### src/rtl/serial_add_pkg.sv
// Shared types and constants for the serial adder arbiter slice.
package serial_add_pkg;

   typedef enum logic [2:0] {
      IDLE,
      CLEAR,
      LOAD,
      RUN,
      DONE
   } state_t;

   localparam int ID_W      = 1;
   localparam int DEFAULT_N = 4;

endpackage

### src/rtl/serial_add_arbiter_rr_arbiter2.sv
// Two-way grant logic. SERIAL_ADD_ARB_RR_EN selects round-robin; otherwise req0 has fixed priority.
module rr_arbiter2 (
   input  logic valid0,
   input  logic valid1,
`ifdef SERIAL_ADD_ARB_RR_EN
   input  logic last,
`endif
   output logic grant0,
   output logic grant1
);

`ifdef SERIAL_ADD_ARB_RR_EN
   // On contention the requester that was not served last wins.
   always_comb begin
      grant0 = valid0 & (~valid1 | last);
      grant1 = valid1 & (~valid0 | ~last);
   end
`else
   always_comb begin
      grant0 = valid0;
      grant1 = valid1 & ~valid0;
   end
`endif

endmodule

### src/rtl/serial_add_arbiter.sv
// Shares one serial_adder between two requesters; SERIAL_ADD_ARB_RR_EN enables round-robin arbitration.
module serial_add_arbiter
   import serial_add_pkg::*;
#(
   parameter int N        = DEFAULT_N,
   parameter int LOAD_CYC = 2,
   parameter int ADD_LAT  = N
) (
   input  logic            clk,
   input  logic            reset,
   input  logic            req0_valid,
   output logic            req0_ready,
   input  logic [N-1:0]    req0_a,
   input  logic [N-1:0]    req0_b,
   input  logic            req1_valid,
   output logic            req1_ready,
   input  logic [N-1:0]    req1_a,
   input  logic [N-1:0]    req1_b,
   output logic            rsp_valid,
   input  logic            rsp_ready,
   output logic [ID_W-1:0] rsp_id,
   output logic [N-1:0]    rsp_sum,
   output logic            rsp_cout,
   output logic [N-1:0]    add_a,
   output logic [N-1:0]    add_b,
   output logic            add_clr,
   output logic            add_load,
   input  logic [N-1:0]    add_sum,
   input  logic            add_cout
);

   localparam int CNT_MAX = (LOAD_CYC > ADD_LAT) ? LOAD_CYC : ADD_LAT;
   localparam int CW      = $clog2(CNT_MAX + 1);
   localparam logic [CW-1:0] LOAD_INIT = CW'(LOAD_CYC - 1);
   localparam logic [CW-1:0] RUN_INIT  = CW'(ADD_LAT - 1);

   state_t        state, state_nx;
   logic [CW-1:0] cnt, cnt_nx;
   logic          grant0, grant1;
   logic          accept;

`ifdef SERIAL_ADD_ARB_RR_EN
   logic last_served;

   always_ff @(posedge clk or posedge reset) begin
      if (reset)       last_served <= 1'b1;
      else if (accept) last_served <= grant1;
   end

   rr_arbiter2 u_arb (
      .valid0 (req0_valid),
      .valid1 (req1_valid),
      .last   (last_served),
      .grant0 (grant0),
      .grant1 (grant1)
   );
`else
   rr_arbiter2 u_arb (
      .valid0 (req0_valid),
      .valid1 (req1_valid),
      .grant0 (grant0),
      .grant1 (grant1)
   );
`endif

   // Ready is gated by reset so it reads 0 while reset is held, like every other output.
   assign req0_ready = (state == IDLE) & grant0 & ~reset;
   assign req1_ready = (state == IDLE) & grant1 & ~reset;
   assign accept     = req0_ready | req1_ready;

   always_comb begin
      state_nx = state;
      cnt_nx   = cnt;
      unique case (state)
         IDLE:  if (accept) state_nx = CLEAR;
         CLEAR: begin
            state_nx = LOAD;
            cnt_nx   = LOAD_INIT;
         end
         LOAD: begin
            if (cnt == '0) begin
               state_nx = RUN;
               cnt_nx   = RUN_INIT;
            end else begin
               cnt_nx = cnt - CW'(1);
            end
         end
         RUN: begin
            if (cnt == '0) state_nx = DONE;
            else           cnt_nx   = cnt - CW'(1);
         end
         DONE:    if (rsp_ready) state_nx = IDLE;
         default: state_nx = IDLE;
      endcase
   end

   // Adder controls are registered from the next state so they line up with the state they belong to.
   always_ff @(posedge clk or posedge reset) begin
      if (reset) begin
         state     <= IDLE;
         cnt       <= '0;
         add_a     <= '0;
         add_b     <= '0;
         add_clr   <= 1'b0;
         add_load  <= 1'b0;
         rsp_valid <= 1'b0;
         rsp_id    <= '0;
         rsp_sum   <= '0;
         rsp_cout  <= 1'b0;
      end else begin
         state    <= state_nx;
         cnt      <= cnt_nx;
         add_clr  <= (state_nx == CLEAR);
         add_load <= (state_nx == LOAD);
         if (accept) begin
            add_a  <= grant1 ? req1_a : req0_a;
            add_b  <= grant1 ? req1_b : req0_b;
            rsp_id <= ID_W'(grant1);
         end
         if (state == RUN && cnt == '0) begin
            rsp_sum   <= add_sum;
            rsp_cout  <= add_cout;
            rsp_valid <= 1'b1;
         end else if (state == DONE && rsp_ready) begin
            rsp_valid <= 1'b0;
         end
      end
   end

endmodule

### config.mk
export PLATFORM = sky130hd
export DESIGN_NAME = serial_add_arbiter
export DESIGN_NICKNAME = d
export VERILOG_FILES = /design/src/rtl/serial_add_pkg.sv /design/src/rtl/serial_add_arbiter_rr_arbiter2.sv /design/src/rtl/serial_add_arbiter.sv
export SDC_FILE = /design/constraint.sdc
export NUM_CORES = 1
export LEC_CHECK = 0
export CORE_MARGIN = 5
export CORE_UTILIZATION = 42
export CTS_CLUSTER_DIAMETER = 40
export DETAILED_ROUTE_END_ITERATION = 8
export PLACE_DENSITY = 0.78
export SLEW_MARGIN = 20
export SYNTH_ARGS = -nofsm -noshare
export SYNTH_HDL_FRONTEND = slang
export SYNTH_SLANG_ARGS = --single-unit
### constraint.sdc
create_clock -name clk -period 2.2 [get_ports clk]
set_input_delay 0.44 -clock clk [delete_from_list [all_inputs] [get_ports clk]]
set_output_delay 0.44 -clock clk [all_outputs]
set_load 0.005 [all_outputs]
==> qor.json, run 1 <==
{
  "outcome": "finished, final reports clean",
  "clkSinkCount": 23,
  "global_route.usage.total_pct": 14.78,
  "drt-total-wl_um": 2617,
  "yosys-mux-area-fraction_pct": 20.77,
  "starting_density_pct": 44.74,
  "measured_slew_at_the_worst_slew_check_pin_ns": 0.2873,
  "path_max_fanout": 6,
  "finalNetCount": 169,
  "routabilityCongestion": 0.7444,
  "p_leak_nw": 0.7412,
  "global_route_wire_length_before_repair_um": 4119,
  "grt_setup_unrepaired": "false",
  "power.ir.vdd_worst_v": 0.0007745,
  "maxCapViolCount": 0,
  "setup_tns_ns": 0,
  "cts-root-to-sink-buffers": 2,
  "critical_path_required_ns": 2.40,
  "ys_seq_elements": 23,
  "place.port_buffers": 44,
  "synth-xor-area-share_pct": 0.7692,
  "syn_inst": 92,
  "iter_0_drt_violations": 18,
  "synthesis.area_per_instance_um2": 12.38,
  "layout-drive-gt1-share_pct": 24.29,
  "maximum_number_of_pins_on_one_net_before_global_route_repair": 24,
  "post-route-drc-count": 0,
  "dp.final_hpwl_um": 2009,
  "vias_per_cell": 5.253,
  "finalSetupViolCount": 0,
  "detail_route.wl_per_cell_um": 15.39,
  "chipWidth_um": 62.07,
  "critPathLaunch": "cnt[0]$_DFFE_PP0P_",
  "cts_hold_repair.buffers": 0,
  "power.share.sequential_pct": 40.3,
  "p_comb_share_pct": 49.4,
  "cts_root_buffer": "clkbuf_4",
  "timing.final.hold_violations": 0,
  "dieHeight_um": 62.07,
  "syn_nets": 120,
  "synth_ff_type": "dfrtp_1",
  "grt_pass1_vias": 936,
  "synth_enable_flop_cells": 0,
  "critPathCaptureType": "flip-flop",
  "post_synth_instance_area_um2": 1139,
  "holdCritPathClass": "input pin to async pin",
  "timing.max_slew.rel_slack_pct": 80.85,
  "core_region_area_um2": 2545,
  "synthSimpleGateAreaFrac_pct": 13.41,
  "r2r_setup_slk_ns": 0.36,
  "power.switching_fraction_pct": 30.82,
  "dominant_combinational_cell_family_by_area_after_synthesis": "multiplexers",
  "tritoncts_clock_tree": "built",
  "number_of_cell_instances_on_the_worst_register_to_register_path": 5,
  "finalHoldWorstSlack_ns": 0.3438,
  "first_pass_iteration_count_of_the_detailed_router": 4,
  "final_min_period_over_clock_period_pct": 83.85,
  "synthDistinctLibCells": 30,
  "cts.reportedPaths.clkPinSlew_ns": 0.11,
  "max_clock_freq_ghz": 0.5421,
  "fraction_of_registers_with_async_set_reset_pct": 100.0,
  "htree_depth": 1,
  "net-switching-power_w": 0.0005607,
  "worst_skew_pair.late_latency_ns": 0.30,
  "slew_viol_final": 0,
  "critical_path.reg2reg.endpoint": "rsp_sum[0]$_DFFE_PP0P_",
  "timing_worst_setup_path_type": "flip-flop to flip-flop",
  "worst-endpoint-arrival_ns": 2.05,
  "power.internal_w": 0.001258,
  "die-area_um2": 3852,
  "p_clk_share_pct": 10.3,
  "synth-warning-count": 0,
  "globalRouteOverflowTotal": 0,
  "vias": 893,
  "final_area_um2": 1665,
  "ios": 45,
  "power.density_cell_area_nw_per_um2": 1092,
  "seq_area_frac_synth_pct": 50.55,
  "antenna-diode-count": 0,
  "initial_antenna_violation_count": 0,
  "core.rowCount": 18,
  "worst_clk_skew_ns": 0.001430,
  "final_period_minus_worst_setup_slack_ns": 1.845,
  "cts_post_setup_buffers_inserted": 0,
  "reg_to_reg_critical_path_startpoint": "cnt[0]$_DFFE_PP0P_",
  "detail-route-antenna-nets": 0,
  "synth_compound_area_share_pct": 7.253,
  "synthToLayoutAreaGrowth_pct": 46.26,
  "fin_util_pct": 65.44,
  "crit_start_category": "flip-flop",
  "synthAdderAreaFrac_pct": 2.198,
  "cts_bufs_inserted": 3,
  "placedInstanceArea_um2": 1632
}
-- metal layers --
layer | GRT usage, % | vias up | wire (um)
met2 | 27.37 | 36 | 1278
met5 | 0 | - | 0
met3 | 5.372 | 4 | 293
met1 | 15.25 | 434 | 1013
met4 | 4.848 | 0 | 31
li1 | - | 419 | -
-- registers in the layout, summed over array words and instances (netlist names) --
| signal | flops |
|---|---|
| add_load | 1 |
| add_b | 4 |
| add_clr | 1 |
| cnt | 3 |
| rsp_cout | 1 |
| add_a | 4 |
| rsp_sum | 4 |
| rsp_id | 1 |
| state | 3 |
| rsp_valid | 1 |
-- final cells by class --
cell class	count	area, um^2
inverter	4	15.01
timing repair buffer	50	501.7
sequential	23	576.8
tap	30	37.54
clock buffer	4	26.28
fill	210	879.6
multi-input combinational	59	508.0
-- power by group through the flow --
stage | sequential (W) | clock [W] | combinational, W
after detailed placement | 0.000742 | 0 | 0.000905
after global routing | 0.000761 | 0.000222 | 0.000992
final | 0.000732 | 0.000188 | 0.000899
after floorplan | 0.000730 | 0 | 0.000457
after global placement | 0.000732 | 0 | 0.000874
after CTS | 0.000733 | 0.000201 | 0.000911
-- cell usage after synthesis (all sizes together), types with 2 or more instances --
| cell type | number | area share (%) |
|---|---|---|
| nor2b | 3 | 1.9 |
| nand3b | 2 | 1.3 |
| dfrtp | 23 | 51 |
| ha | 2 | 2.2 |
| nor2 | 4 | 1.3 |
| and3 | 2 | 1.1 |
| buf | 6 | 3.7 |
| inv | 4 | 1.3 |
| mux2 | 21 | 21 |
| nand2 | 2 | 0.66 |
| nand2b | 3 | 1.6 |
| a21oi | 4 | 1.8 |
| nor4b | 2 | 1.5 |
-- cells in the final DEF (no fill, tap or decap), drive strengths merged --
cell type / n
a211oi: 1
nand3b: 2
o22ai: 1
a31oi: 1
nor4b: 2
nand2b: 3
mux2: 21
dfrtp: 23
xnor2: 1
a22oi: 1
or2: 1
a21oi: 4
and3: 2
clkdlybuf4s50: 41
nor2b: 3
dlygate4sd2: 1
nor4: 1
o21bai: 1
o21ai: 1
dlymetal6s2s: 2
a21o: 1
nor2: 4
clkbuf: 4
o21a: 1
o31ai: 1
nand4bb: 1
buf: 6
and2: 1
nand2: 2
ha: 2
inv: 4
-- worst max-delay path: stages (launching register included) --
cell	delay, ns
dfrtp_1	0.39
inv_1	0.11
ha_1	0.22
nor2b_1	0.28
and3_1	0.36
mux2_2	0.37
-- worst max path at each step --
| stage | endpoint | cells after the start | slack, ns |
|---|---|---|---|
| 2_1_floorplan | rsp_cout$_DFFE_PP0P_ | 6 | 0.58 |
| 6_report | rsp_sum[0]$_DFFE_PP0P_ | 5 | 0.36 |
| 4_1_cts | req0_ready | 3 | 0.01 |
| 5_1_grt | rsp_sum[0]$_DFFE_PP0P_ | 5 | 0.22 |
| 3_5_place_dp | req0_ready | 4 | -0.11 |
| 3_3_place_gp | req0_ready | 4 | -0.07 |
-- cells by family (layout without fill, tap and decap cells) --
group	count (synthesis)	count (layout)
compound gates	13	13
mux	21	21
flops	23	23
simple gates	22	22
xor+xnor	1	1
fa+ha+maj	2	2
buf+inv	10	58
-- per-stage QoR --
stage | power, W | cells | worst slack (ns)
after floorplan | 0.001188 | 92 | 0.5761
after global placement | 0.001605 | 166 | -0.06744
after detailed placement | 0.001647 | 166 | -0.1142
after CTS | 0.001846 | 170 | 0.01378
after global routing | 0.001976 | 170 | 0.2221
final | 0.001819 | 170 | 0.3554
-- repair_timing --
item | 4_1_cts | 5_1_grt
endpoints found under the setup margin | 2 | 2
gates resized for setup | 3 | 2
pin swaps | 2 | 0
Note: power is estimated with default switching activity, not from simulation.
==> run 2: changes to the inputs <==
==> constraint.sdc (replaced) <==
create_clock -name clk -period 1.9 [get_ports clk]
set_input_delay 0.38 -clock clk [delete_from_list [all_inputs] [get_ports clk]]
set_output_delay 0.38 -clock clk [all_outputs]
set_load 0.005 [all_outputs]
==> qor.json, run 2 (same netlist as run 1, synthesis figures left out) <==
{
  "cts_root_buffer": {"value": "clkbuf_4", "change": "unchanged"},
  "drt-total-wl": {"value": 2492, "unit": "um", "change": "was 2617 um"},
  "synthToLayoutAreaGrowth": {"value": 49.89, "unit": "%", "change": "was 46.26%"},
  "finalNetCount": {"value": 176, "change": "was 169"},
  "worst_skew_pair.late_latency": {"value": 0.31, "unit": "ns", "change": "was 0.30 ns"},
  "minimum_setup_slack_in_the_final_design": {"value": 0.1134, "unit": "ns", "change": "was 0.3554 ns"},
  "final_area": {"value": 1707, "unit": "um^2", "change": "was 1665 um^2"},
  "power.density_cell_area": {"value": 1250, "unit": "nW/um^2", "change": "was 1092 nW/um^2"},
  "routabilityCongestion": {"value": 0.7961, "change": "was 0.7444"},
  "global_route_wire_length_before_repair": {"value": 3946, "unit": "um", "change": "was 4119 um"},
  "setup_tns": {"value": 0, "unit": "ns", "change": "unchanged"},
  "starting_density": {"value": 44.74, "unit": "%", "change": "unchanged"},
  "measured_slew_at_the_worst_slew_check_pin": {"value": 0.4440, "unit": "ns", "change": "was 0.2873 ns"},
  "layout-drive-gt1-share": {"value": 27.89, "unit": "%", "change": "was 24.29%"},
  "finalSetupViolCount": {"value": 0, "change": "unchanged"},
  "max_clock_freq_ghz": 0.5597,
  "first_pass_iteration_count_of_the_detailed_router": {"value": 3, "change": "was 4"},
  "chipWidth": {"value": 62.07, "unit": "um", "change": "unchanged"},
  "place_ws": {"value": -0.3011, "unit": "ns", "change": "was -0.1142 ns"},
  "cts-root-to-sink-buffers": {"value": 2, "change": "unchanged"},
  "crit_start_category": {"value": "flip-flop", "change": "unchanged"},
  "worst_clk_skew": {"value": 0.01619, "unit": "ns", "change": "was 0.001430 ns"},
  "grt_pass1_vias": {"value": 883, "change": "was 936"},
  "top_regs": {"value": "add_a x4, add_b x4, rsp_sum x4", "change": "unchanged"},
  "cts.reportedPaths.clkPinSlew": {"value": 0.14, "unit": "ns", "change": "was 0.11 ns"},
  "critical_path_required": {"value": 1.52, "unit": "ns", "change": "was 2.40 ns"},
  "htree_depth": {"value": 1, "change": "unchanged"},
  "timing.max_slew.rel_slack": {"value": 70.37, "unit": "%", "change": "was 80.85%"},
  "slew_viol_final": {"value": 0, "change": "unchanged"},
  "placedInstanceArea": {"value": 1669, "unit": "um^2", "change": "was 1632 um^2"},
  "timing_worst_setup_path_type": {"value": "flip-flop to output port", "change": "was flip-flop to flip-flop"},
  "p_leak": {"value": 0.7463, "unit": "nW", "change": "was 0.7412 nW"},
  "grt_setup_unrepaired": {"value": "false", "change": "unchanged"},
  "antenna-diode-count": {"value": 0, "change": "unchanged"},
  "globalRouteOverflowTotal": {"value": 0, "change": "unchanged"},
  "final_min_period_over_clock_period_pct": 94.03,
  "power.ir.vdd_worst": {"value": 0.0008150, "unit": "V", "change": "was 0.0007745 V"},
  "clkSinkCount": {"value": 23, "change": "unchanged"},
  "critPathCaptureType": {"value": "output port", "change": "was flip-flop"},
  "detail_route.wl_per_cell": {"value": 14.08, "unit": "um", "change": "was 15.39 um"},
  "die-area": {"value": 3852, "unit": "um^2", "change": "unchanged"},
  "timing.final.hold_violations": {"value": 0, "change": "unchanged"},
  "global_route.usage.total": {"value": 13.52, "unit": "%", "change": "was 14.78%"},
  "core.rowCount": {"value": 18, "change": "unchanged"},
  "vias": {"value": 864, "change": "was 893"},
  "dieHeight": {"value": 62.07, "unit": "um", "change": "unchanged"},
  "holdCritPathClass": {"value": "input pin to async pin", "change": "unchanged"},
  "detail-route-antenna-nets": {"value": 0, "change": "unchanged"},
  "initial_antenna_violation_count": {"value": 0, "change": "unchanged"},
  "iter_0_drt_violations": {"value": 26, "change": "was 18"},
  "core_region_area": {"value": 2545, "unit": "um^2", "change": "unchanged"},
  "maximum_number_of_pins_on_one_net_before_global_route_repair": {"value": 15, "change": "was 24"},
  "worst-endpoint-arrival": {"value": 1.41, "unit": "ns", "change": "was 2.05 ns"},
  "outcome": {"value": "finished, final reports clean", "change": "unchanged"},
  "path_max_fanout": {"value": 2, "change": "was 6"},
  "cts_bufs_inserted": {"value": 3, "change": "unchanged"},
  "finalHoldWorstSlack": {"value": 0.2487, "unit": "ns", "change": "was 0.3438 ns"},
  "layout.cells.most_common": {"value": "clkdlybuf4s50_1", "change": "unchanged"},
  "place.port_buffers": {"value": 44, "change": "unchanged"},
  "final_period_minus_worst_setup_slack_ns": 1.787,
  "most_frequent_cells_in_the_layout": {"value": "clkdlybuf4s50_1, dfrtp_1, mux2_2, buf_4", "change": "unchanged"},
  "tritoncts_clock_tree": {"value": "built", "change": "unchanged"},
  "number_of_cell_instances_on_the_worst_register_to_register_path": {"value": 5, "change": "unchanged"},
  "maxCapViolCount": {"value": 0, "change": "unchanged"},
  "post-route-drc-count": {"value": 0, "change": "unchanged"},
  "dp.final_hpwl": {"value": 2021, "unit": "um", "change": "was 2009 um"},
  "ios": {"value": 45, "change": "unchanged"},
  "vias_per_cell": {"value": 4.881, "change": "was 5.253"}
}
[run 2: changes by cell type in the layout (fill, tap and decap cells not counted)]
cell | previous run | this run
dlygate4sd2_1 | 1 | 2
clkinvlp_4 | 0 | 1
dlymetal6s2s_1 | 2 | 0
clkbuf_1 | 1 | 0
and2_4 | 1 | 0
dfrtp_1 | 22 | 23
and2_1 | 0 | 1
clkbuf_2 | 0 | 1
buf_4 | 5 | 12
dfrtp_2 | 1 | 0
[run 2: per-stage QoR]
| stage | cells | util, % | total power, W |
|---|---|---|---|
| floorplan | 92 | - | 0.001375 |
| global placement | 171 | 65.59 | 0.001888 |
| detailed placement | 171 | 65.59 | 0.001935 |
| CTS | 177 | 67.26 | 0.002171 |
| global route | 177 | 67.06 | 0.002302 |
| finish | 177 | 67.06 | 0.002133 |
[run 2: layout make-up]
class	instances	area, um^2
Multi-Input combinational cell	59	505.5
Inverter	4	15.01
Clock buffer	3	22.52
Timing Repair Buffer	57	543.0
Sequential cell	23	575.6
Tap cell	30	37.54
Fill cell	206	838.3
Clock inverter	1	7.507
[run 2: power breakdown]
part / switching, W / internal (W)
clock network: 0.000146 / 0.0000801
logic: 0.000383 / 0.000684
registers: 0.000128 / 0.000712
[run 2: worst paths after layout]
path                                             start                      to  slack [ns]
worst max-delay path                state[1]$_DFF_PP0_              req0_ready        0.11
worst min-delay path                             reset      cnt[1]$_DFFE_PP0P_        0.25
worst max register to register      cnt[0]$_DFFE_PP0P_  rsp_sum[0]$_DFFE_PP0P_        0.21
worst min register to register  rsp_sum[2]$_DFFE_PP0P_  rsp_sum[2]$_DFFE_PP0P_        0.51
max in group asynchronous                        reset       add_clr$_DFF_PP0_        1.16
min in group clk                rsp_sum[2]$_DFFE_PP0P_  rsp_sum[2]$_DFFE_PP0P_        0.51
[run 2: critical path: stages, from the launching register on]
cell,delay [ns]
dfrtp_1,0.44
nor4_4,0.27
buf_4,0.15
and2_1,0.13
clkbuf_2,0.12
[run 2: repair_timing]
action | 4_1_cts | 5_1_grt
hold buffers | 0 | 0
setup endpoints to repair | 2 | 1
resized for setup | 4 | 1
pin swaps | 2 | 1
buffers inserted | 2 | 0
hold endpoints to repair | 0 | 0
[run 2: per-layer routing]
layer  vias to the layer above  part of all wire [%]  track usage, %
li1                        430                     -               -
met1                       400                    41           15.84
met2                        32                    48           25.30
met3                         2                    11           2.686
met4                         0                  0.28           2.727
met5                         -                     0               0
==> run 3: changes to the inputs <==
==> constraint.sdc (replaced) <==
create_clock -name clk -period 1.9 [get_ports clk]
set_input_delay 0.38 -clock clk [delete_from_list [all_inputs] [get_ports clk]]
set_output_delay 0.38 -clock clk [all_outputs]
set_load 0.1 [all_outputs]
==> qor.json, run 3 (same netlist as run 1, synthesis figures left out) <==
{
  "tritoncts_clock_tree": {"value": "built", "change": "unchanged"},
  "placedInstanceArea": {"value": 1658, "unit": "um^2", "change": "was 1669 um^2"},
  "critPathLaunch": {"value": "state[1]$_DFF_PP0_", "change": "unchanged"},
  "synthToLayoutAreaGrowth": {"value": 49.34, "unit": "%", "change": "was 49.89%"},
  "final_period_minus_worst_setup_slack": {"value": 1.851, "unit": "ns", "change": "was 1.787 ns"},
  "antenna-diode-count": {"value": 0, "change": "unchanged"},
  "fillers": {"value": 204, "change": "was 206"},
  "timing.max_slew.rel_slack": {"value": 80.92, "unit": "%", "change": "was 70.37%"},
  "ios": {"value": 45, "change": "unchanged"},
  "top_signal_layer_used": {"value": "met4", "change": "unchanged"},
  "place.port_buffers": {"value": 44, "change": "unchanged"},
  "core_region_area": {"value": 2545, "unit": "um^2", "change": "unchanged"},
  "globalRouteOverflowTotal": {"value": 0, "change": "unchanged"},
  "first_pass_iteration_count_of_the_detailed_router": {"value": 5, "change": "was 3"},
  "grt_setup_unrepaired": {"value": "true", "change": "was false"},
  "clkSinkCount": {"value": 23, "change": "unchanged"},
  "chipWidth": {"value": 62.07, "unit": "um", "change": "unchanged"},
  "cts.reportedPaths.clkPinSlew": {"value": 0.13, "unit": "ns", "change": "was 0.14 ns"},
  "finalSetupViolCount": {"value": 0, "change": "unchanged"},
  "measured_slew_at_the_worst_slew_check_pin": {"value": 0.2861, "unit": "ns", "change": "was 0.4440 ns"},
  "dieHeight": {"value": 62.07, "unit": "um", "change": "unchanged"},
  "most_frequent_cells_in_the_layout": {"value": "clkdlybuf4s50_1, buf_4, dfrtp_1, mux2_2, buf_12", "change": "was clkdlybuf4s50_1, dfrtp_1, mux2_2, buf_4"},
  "dp.final_hpwl": {"value": 2008, "unit": "um", "change": "was 2021 um"},
  "fin_util": {"value": 66.81, "unit": "%", "change": "was 67.06%"},
  "worst_skew_pair.late_latency": {"value": 0.31, "unit": "ns", "change": "about the same"},
  "worst_clk_skew": {"value": 0.006978, "unit": "ns", "change": "was 0.01619 ns"},
  "timing.final.hold_violations": {"value": 0, "change": "unchanged"},
  "initial_antenna_violation_count": {"value": 0, "change": "unchanged"},
  "slowest_delay": {"value": 0.43, "unit": "ns", "change": "was 0.44 ns"},
  "cp-endpoint": {"value": "req1_ready", "change": "was req0_ready"},
  "crit_chain": {"value": "nor4_4 -> inv_1 -> nor2_4 -> buf_12", "change": "was nor4_4 -> buf_4 -> and2_1 -> clkbuf_2"},
  "maxCapViolCount": {"value": 0, "change": "unchanged"},
  "final_area": {"value": 1700, "unit": "um^2", "change": "was 1707 um^2"},
  "finalNetCount": {"value": 173, "change": "was 176"},
  "reg_to_reg_critical_path_startpoint": {"value": "cnt[0]$_DFFE_PP0P_", "change": "unchanged"},
  "layout-drive-gt1-share": {"value": 40.97, "unit": "%", "change": "was 27.89%"},
  "worst-endpoint-arrival": {"value": 1.47, "unit": "ns", "change": "was 1.41 ns"},
  "place_ws": {"value": -0.05976, "unit": "ns", "change": "was -0.3011 ns"},
  "wl_met3": {"value": 151, "unit": "um", "change": "was 262 um"},
  "cp.buffers_inverters": {"value": 2, "change": "unchanged"},
  "global_route_wire_length_before_repair": {"value": 4112, "unit": "um", "change": "was 3946 um"},
  "number_of_cell_instances_on_the_worst_register_to_register_path": {"value": 5, "change": "unchanged"},
  "cts_hold_repair.buffers": {"value": 0, "change": "unchanged"},
  "crit_start_category": {"value": "flip-flop", "change": "unchanged"},
  "drt-total-wl": {"value": 2493, "unit": "um", "change": "was 2492 um"},
  "vias_per_cell": {"value": 5.092, "change": "was 4.881"},
  "core.rowCount": {"value": 18, "change": "unchanged"},
  "routabilityCongestion": {"value": 0.8275, "change": "was 0.7961"},
  "finalHoldWorstSlack": {"value": 0.2742, "unit": "ns", "change": "was 0.2487 ns"},
  "worst_path_dominant_cell_family": {"value": "flip-flops", "change": "unchanged"},
  "cts_bufs_inserted": {"value": 3, "change": "unchanged"},
  "r2r_setup_slk": {"value": 0.16, "unit": "ns", "change": "was 0.21 ns"},
  "critPathCaptureType": {"value": "output port", "change": "unchanged"},
  "maximum_number_of_pins_on_one_net_before_global_route_repair": {"value": 24, "change": "was 15"},
  "final_min_period_over_clock_period": {"value": 97.40, "unit": "%", "change": "was 94.03%"},
  "post-route-drc-count": {"value": 0, "change": "unchanged"},
  "grt_pass1_vias": {"value": 937, "change": "was 883"},
  "global_route.usage.total": {"value": 14.34, "unit": "%", "change": "was 13.52%"},
  "total_routed_wire_length_on_the_met1_layer": {"value": 985, "unit": "um", "change": "was 1028 um"},
  "vias": {"value": 886, "change": "was 864"},
  "critical_path_required": {"value": 1.52, "unit": "ns", "change": "about the same"},
  "minimum_setup_slack_in_the_final_design": {"value": 0.04937, "unit": "ns", "change": "was 0.1134 ns"},
  "detail_route.wl_per_cell": {"value": 14.33, "unit": "um", "change": "was 14.08 um"},
  "timing_worst_setup_path_type": {"value": "flip-flop to output port", "change": "unchanged"},
  "path_depth": {"value": 4, "change": "unchanged"},
  "slew_viol_final": {"value": 0, "change": "unchanged"},
  "detail-route-antenna-nets": {"value": 0, "change": "unchanged"},
  "iter_0_drt_violations": {"value": 13, "change": "was 26"},
  "critical_path.reg2reg.endpoint": {"value": "rsp_cout$_DFFE_PP0P_", "change": "was rsp_sum[0]$_DFFE_PP0P_"},
  "top_regs": {"value": "add_a x4, add_b x4, rsp_sum x4", "change": "unchanged"},
  "crit_path_top_delay_cell": {"value": "dfrtp_1", "change": "unchanged"},
  "htree_depth": {"value": 1, "change": "unchanged"},
  "outcome": {"value": "finished, final reports clean", "change": "unchanged"},
  "cts_root_buffer": {"value": "clkbuf_4", "change": "unchanged"},
  "die-area": {"value": 3852, "unit": "um^2", "change": "unchanged"},
  "path_max_fanout": {"value": 3, "change": "was 2"},
  "holdCritPathClass": {"value": "input pin to async pin", "change": "unchanged"},
  "starting_density": {"value": 44.74, "unit": "%", "change": "unchanged"},
  "cts-root-to-sink-buffers": {"value": 2, "change": "unchanged"},
  "max_clock_freq": {"value": 0.5404, "unit": "GHz", "change": "was 0.5597 GHz"},
  "routed-wl-met2": {"value": 1331, "unit": "um", "change": "was 1194 um"}
}
run 3: cell types whose count changed in the layout (fill, tap and decap cells not counted), sizes merged:
cell	delta
clkbuf	-1
clkinv	+1
dlygate4sd2	-1
clkinvlp	-1
clkdlybuf4s50	-17
buf	+16
run 3: layout make-up:
| type | count | area [um^2] | share of cell area, % |
|---|---|---|---|
| multi-input combinational | 59 | 514.2 | 30.24 |
| inverter | 4 | 15.01 | 0.8830 |
| tap | 30 | 37.54 | 2.208 |
| sequential | 23 | 576.8 | 33.92 |
| clock inverter | 1 | 5.005 | 0.2943 |
| clock buffer | 3 | 22.52 | 1.325 |
| timing repair buffer | 54 | 529.3 | 31.13 |
run 3: worst min path at each step:
stage	to	slack, ns	depth (start not counted)
2_1_floorplan	add_a[0]$_DFFE_PP0P_	0.38	1
3_5_place_dp	rsp_cout$_DFFE_PP0P_	0.50	1
3_3_place_gp	rsp_sum[2]$_DFFE_PP0P_	0.47	1
5_1_grt	add_load$_DFF_PP0_	0.31	3
4_1_cts	add_load$_DFF_PP0_	0.28	3
6_report	add_load$_DFF_PP0_	0.27	3
run 3: repair_timing:
action	4_1_cts	5_1_grt
endpoints found under the setup margin	2	2
gates resized for setup	1	1
pin swaps	1	0
gates cloned	0	0
buffers inserted	1	1
run 3: worst min-delay path, stage by stage:
cell           delay, ns
dlygate4sd2_1       0.27
inv_1               0.06
buf_4               0.28
run 3: through the flow:
| step | instances | TNS (ns) |
|---|---|---|
| detailed placement | 168 | -0.5272 |
| CTS | 173 | 0 |
| global placement | 168 | -0.08038 |
| global route | 174 | -0.06960 |
| finish | 174 | 0 |
| floorplan | 92 | 0 |
run 3: metal layers:
| metal | vias to the layer above | global-route usage [%] |
|---|---|---|
| li1 | 430 | - |
| met1 | 428 | 17.43 |
| met2 | 24 | 25.15 |
| met3 | 4 | 3.099 |
| met4 | 0 | 4.545 |
| met5 | - | 0 |
Power of run 3 is not shown: default switching activity piles up to over one toggle a cycle in this logic, so the estimate is an artifact.
